==> src/rtl/darkriscv_pkg.sv <==
// Shared fetch-stage types: FIFO entry layout, fetch FSM states and instruction size.
package darkriscv_pkg;

    localparam int INSN_BYTES = 4;

    typedef struct packed {
        logic [31:0] pc;
        logic [31:0] insn;
    } fetch_entry_t;

    typedef enum logic [1:0] {
        IDLE   = 2'd0,
        FETCH  = 2'd1,
        BUBBLE = 2'd2
    } fetch_state_t;

endpackage

==> src/rtl/darkfifo.sv <==
// Prefetch FIFO of {pc, insn} entries with synchronous flush; head reads as zero when empty.
module darkfifo
    import darkriscv_pkg::*;
#(
    parameter int DEPTH = 2
) (
    input  logic         CLK,
    input  logic         RES,
    input  logic         flush,
    input  logic         push,
    input  fetch_entry_t din,
    input  logic         pop,
    output fetch_entry_t dout,
    output logic         valid,
    output logic         full
);

    localparam int AW = (DEPTH > 1) ? $clog2(DEPTH) : 1;
    localparam logic [AW:0] FULL_COUNT = (AW + 1)'(DEPTH);

    logic [AW-1:0] wptr;
    logic [AW-1:0] rptr;
    logic [AW:0]   count;
    fetch_entry_t  mem [DEPTH];

    // NOTE: sequential state uses non-blocking assignments so every flop samples pre-edge values.
    always_ff @(posedge CLK or posedge RES) begin
        if (RES) begin
            wptr  <= '0;
            rptr  <= '0;
            count <= '0;
        end else if (flush) begin
            wptr  <= '0;
            rptr  <= '0;
            count <= '0;
        end else begin
            if (push) wptr <= wptr + 1'b1;
            if (pop)  rptr <= rptr + 1'b1;
            case ({push, pop})
                2'b10:   count <= count + 1'b1;
                2'b01:   count <= count - 1'b1;
                default: count <= count;
            endcase
        end
    end

    // NOTE: storage is deliberately left unreset; the head is masked to zero while count is zero.
    always_ff @(posedge CLK) begin
        if (push && !flush) mem[wptr] <= din;
    end

    assign valid = (count != '0);
    assign full  = (count == FULL_COUNT);
    assign dout  = valid ? mem[rptr] : '0;

endmodule

==> src/rtl/darkfetch.sv <==
// Instruction-fetch stage: next-PC / fetch FSM feeding decode through darkfifo.
// Optional DARKFETCH_BYPASS_EN presents a transfer directly to decode when the FIFO is empty.
module darkfetch
    import darkriscv_pkg::*;
#(
    parameter logic [31:0] RESET_PC   = 32'h0000_0000,
    parameter int          FIFO_DEPTH = 2
) (
    input  logic        CLK,
    input  logic        RES,
    input  logic [31:0] PC,
    output logic        EN,
    output logic [31:0] NXPC,
    output logic        IREQ,
    output logic [31:0] IADDR,
    input  logic        IACK,
    input  logic [31:0] IDATA,
    input  logic        REDIR,
    input  logic [31:0] REDIR_PC,
    output logic        OVALID,
    input  logic        OREADY,
    output logic [31:0] OINSN,
    output logic [31:0] OPC
);

    fetch_state_t state;
    fetch_state_t state_next;
    logic         xfer;
    logic         fifo_push;
    logic         fifo_pop;
    logic         fifo_valid;
    logic         fifo_full;
    fetch_entry_t fifo_din;
    fetch_entry_t fifo_dout;

    always_ff @(posedge CLK or posedge RES) begin
        if (RES) state <= IDLE;
        else     state <= state_next;
    end

    assign IADDR    = PC;
    assign fifo_pop = fifo_valid & OREADY;
    assign fifo_din = '{pc: PC, insn: IDATA};

    // NOTE: every output of this block gets a default first, so no path can infer a latch.
    always_comb begin
        state_next = state;
        EN         = 1'b0;
        NXPC       = PC;
        IREQ       = 1'b0;
        xfer       = 1'b0;
        case (state)
            IDLE: begin
                EN         = 1'b1;
                NXPC       = RESET_PC;
                state_next = FETCH;
            end
            FETCH: begin
                // Using the FIFO's own pop keeps IREQ independent of IACK in bypass builds.
                IREQ = !fifo_full || fifo_pop;
                xfer = IREQ && IACK;
                if (xfer) begin
                    EN   = 1'b1;
                    NXPC = PC + 32'(INSN_BYTES);
                end
            end
            BUBBLE:  state_next = FETCH;
            default: state_next = IDLE;
        endcase
        if (REDIR) begin
            EN         = 1'b1;
            NXPC       = REDIR_PC;
            state_next = BUBBLE;
        end
        if (RES) begin
            EN   = 1'b1;
            NXPC = RESET_PC;
            IREQ = 1'b0;
        end
    end

`ifdef DARKFETCH_BYPASS_EN
    logic bypass;

    always_comb begin
        bypass    = xfer && !REDIR && !fifo_valid;
        fifo_push = xfer && !REDIR && !(bypass && OREADY);
        OVALID    = fifo_valid || bypass;
        OINSN     = bypass ? IDATA : fifo_dout.insn;
        OPC       = bypass ? PC    : fifo_dout.pc;
    end
`else
    always_comb begin
        fifo_push = xfer && !REDIR;
        OVALID    = fifo_valid;
        OINSN     = fifo_dout.insn;
        OPC       = fifo_dout.pc;
    end
`endif

    darkfifo #(
        .DEPTH(FIFO_DEPTH)
    ) u_fifo (
        .CLK  (CLK),
        .RES  (RES),
        .flush(REDIR),
        .push (fifo_push),
        .din  (fifo_din),
        .pop  (fifo_pop),
        .dout (fifo_dout),
        .valid(fifo_valid),
        .full (fifo_full)
    );

endmodule
==> config.mk <==
export PLATFORM = sky130hd
export DESIGN_NAME = darkfetch
export DESIGN_NICKNAME = d
export VERILOG_FILES = /design/src/rtl/darkriscv_pkg.sv /design/src/rtl/darkfifo.sv /design/src/rtl/darkfetch.sv
export SDC_FILE = /design/constraint.sdc
export NUM_CORES = 1
export LEC_CHECK = 0
export BUFFER_PORTS_ARGS = -buffer_cell sky130_fd_sc_hd__buf_2
export CAP_MARGIN = 5
export CORE_MARGIN = 1.5
export CORE_UTILIZATION = 35
export CTS_BUF_LIST = sky130_fd_sc_hd__clkbuf_4 sky130_fd_sc_hd__clkbuf_8 sky130_fd_sc_hd__clkbuf_16
export CTS_CLUSTER_SIZE = 28
export DETAILED_ROUTE_END_ITERATION = 6
export HOLD_SLACK_MARGIN = 0.06
export PLACE_DENSITY = 0.67
export SKIP_CTS_REPAIR_TIMING = 1
export SYNTH_ARGS = -nofsm -noshare
export SYNTH_HDL_FRONTEND = slang
export SYNTH_SLANG_ARGS = --single-unit
==> constraint.sdc <==
create_clock -name CLK -period 15.55 [get_ports CLK]
set_input_delay 3.11 -clock CLK [delete_from_list [all_inputs] [get_ports CLK]]
set_output_delay 3.11 -clock CLK [all_outputs]
set_load 0.005 [all_outputs]
==> flow_summary.ini <==
[detailed_routing]
antenna_left = 0
drtPass1Iterations = 7
dr_total_vias = 4949
drt_iter0_drc = 278
drc_errors = 38
viasPerCell = 5.09
drt_wl_total_um = 17900
wl_per_cell_um = 18.4

[timing]
setup_violations = 0
worst_slack_ps = 7390
tns_ps = 0
finalHoldViolations = 0
worst_pin_slew_ps = 933
fin_skew_ps = 10.0
max_freq_ghz = 0.123
final_max_slew_viol_count = 0
max_slew_margin_pct = 37.7
rsz0062_at_grt = no
layout_min_cycle_time_ps = 8160
min_period_over_period_pct = 52.5

[cells_and_area]
n_fill_cell = 1737
seq_area_mm2 = 0.00400
final_cells = 972
multi_input_area_mm2 = 0.00221
nNetsFinal = 831
synthToLayoutAreaGrowth_pct = 26.4
drive_gt1_share_pct = 38.3

[power]
p_leak_uw = 0.00319
p_per_area_mw_per_mm2 = 103
ir_drop_uv = 64.3

[die]
die_area_mm2 = 0.0196
io-pin-count = 232
die_w_um = 140
core_area_mm2 = 0.0181
row_count = 49
fp.dieH_um = 140
start_util_pct = 36.1

[outcome]
status = finished, violations left
violations = DRC

[critical_path]
cpMostUsedCell = buf_2
worst_ep_arrival_time_ps = 5050
crit_path_max_incr_delay_ps = 670
end_kind = primary output
slowest_stage = or4_2
cp.required_ps = 12440
crit_type = in -> out
start_kind = input port
path_cells = buf_2 -> ha_1 -> nand4b_1 -> or4_2 -> or4_1 -> nand3_1 -> buf_2
path_max_fanout = 6
rr_worst_depth = 4

[clock_tree]
cts_tree = built
cts_root_buf = clkbuf_16
cts_sinks = 134
clk_latency_ps = 410
h-tree-depth = 4
clockBufferDepth = 2
cts_made_buffers = 17
clkTransAtPathRegs_ps = 50

[yosys]
netlist.area_leader.share_pct = 58.6
syn-cell-area_mm2 = 0.00656
syn-num-nets = 633
synthCells = 531
synthFlopType = edfxtp_1
synth_seq_cells = 134
ys_async_sr_fraction_pct = 4.48
synth_cell_type_count = 49
synth.avg_cell_area_um2 = 12.3
ys_top_cells_by_area = edfxtp_1, mux2i_1, nor2_1, buf_4, dfrtp_1
synth.yosys.seq_area_share_pct = 60.9
synth_top_area_cell = edfxtp_1
ys_warn_count = 0
synth_edf_count = 128

[flow_run]
maxCapViolations = 0

[placed_design]
gp_congestion = 0.793
hpwl_um = 12400
place_ws_ps = 7370
dpl.cell_count = 939
io_buffer_count = 231

[global_routing]
grt_pass1_wl_um = 26800
grt_remaining_overflow = 0
grt_max_degree = 66
grt_usage_pct = 18.1
antenna_found_initial = 0
grt_pass1_vias = 4629

[min_path]
whs_path_depth = 1
hold_path.class = reg -> reg
## metal layers
metal	wire (um)	track usage [%]
met1	7720	24.0
met2	8710	29.9
met3	1350	4.82
met4	132	4.10
met5	0	0
## cells in the mapped netlist (2+ instances only)
cell type / count
dfrtp_1: 6
buf_2: 4
a32oi_1: 8
nor4b_1: 6
o311a_2: 3
nand4_1: 12
and4_1: 3
nor4_1: 6
edfxtp_1: 128
nor3_1: 13
and2_1: 2
nand3_1: 23
or2_1: 2
buf_4: 32
buf_1: 5
mux2i_1: 64
nor3b_1: 2
and3_1: 2
nor2b_1: 4
nand2b_1: 2
or4_2: 2
nand4b_1: 4
xor2_1: 6
clkbuf_1: 18
a21oi_1: 2
nand2_1: 30
xnor2_1: 5
nor2_1: 79
inv_1: 5
or4b_1: 2
o21ai_0: 11
or4_1: 5
a221o_1: 5
o211ai_1: 14
a22o_1: 2
## logic make-up (layout without fill, tap and decap cells)
kind of cell	after synthesis	in the layout	share of synthesized area, %
flops	134	134	60.9
other cells	0	1	0
fa+ha+maj	1	1	0.191
simple gates	204	204	15.8
buf+inv	65	276	5.74
mux	64	64	9.77
xor+xnor	11	11	1.47
compound gates	52	52	6.09
## layout make-up
| type | instances | share of cell area [%] |
|---|---|---|
| flip-flops and latches | 134 | 48.2 |
| multi-input cells | 332 | 26.7 |
| repair buffers | 239 | 14.7 |
| clock buffers | 18 | 5.22 |
| well taps | 229 | 3.46 |
| clock inverters | 14 | 1.51 |
| inverters | 5 | 0.226 |
| diodes | 1 | 0.0302 |
## sequential cells by signal, summed over array words and instances (netlist names)
name          count
state             2
u_fifo.wptr       1
u_fifo.rptr       1
u_fifo.mem      128
u_fifo.count      2
## metrics by stage
step | power [uW] | utilization [%] | hold slack, ps | area [um^2]
finish | 852 | 45.7 | 532 | 8290
global route | 884 | 45.7 | 586 | 8290
CTS | 865 | 45.7 | 533 | 8290
detailed placement | 485 | 42.6 | 526 | 7730
global placement | 484 | 42.6 | 529 | 7730
floorplan | 446 | - | 481 | 6560
## critical path, delay by kind of cell
| kind | cells | cell delay, ps |
|---|---|---|
| AND/OR/NAND/NOR | 4 | 1430 |
| buffers and inverters | 2 | 300 |
| adder cells (fa/ha/maj) | 1 | 210 |
## path summary, 6_finish.rpt
kind	startpoint	end	slack, ps
worst max-delay path	PC[2]	NXPC[12]	7390
worst min-delay path	state[0]	state[0]	530
worst max register to register	state[1]	u_fifo.mem[1][26]	13250
worst min register to register	state[0]	state[0]	530
max in group asynchronous	RES	u_fifo.rptr	12680
min in group asynchronous	RES	u_fifo.rptr	2650
## layout by cell type, fill, tap and decap left out, types with 2 or more instances in the layout
cell type / Yosys / layout
and4_1: 3 / 3
a22o_1: 2 / 2
nand3_1: 23 / 23
xor2_1: 6 / 6
clkinvlp_4: 0 / 5
and2_1: 2 / 2
inv_6: 0 / 4
inv_1: 5 / 5
clkbuf_16: 0 / 17
nand2_1: 30 / 30
nor2b_1: 4 / 3
nor3_1: 13 / 12
or4b_1: 2 / 2
o211ai_1: 14 / 14
nand4b_1: 4 / 4
and3_1: 2 / 2
nor4b_1: 6 / 6
or4_1: 5 / 5
buf_4: 32 / 8
nand2b_1: 2 / 2
nor4_1: 6 / 6
xnor2_1: 5 / 5
or2_1: 2 / 2
buf_2: 4 / 231
nand4_1: 12 / 12
a21oi_1: 2 / 2
o311a_2: 3 / 3
nor2_1: 79 / 77
edfxtp_1: 128 / 128
mux2i_1: 64 / 64
or4_2: 2 / 2
a32oi_1: 8 / 8
a221o_1: 5 / 5
clkinv_2: 0 / 2
dfrtp_1: 6 / 5
o21ai_0: 11 / 11
## power by group
part / leakage, uW / internal, uW / switching [uW]
Clock: 0.000261 / 222 / 153
Sequential: 0.00123 / 400 / 2.14
Combinational: 0.00170 / 30.9 / 43.0
Total: 0.00319 / 653 / 199
Power figures use the tool's default switching activity.
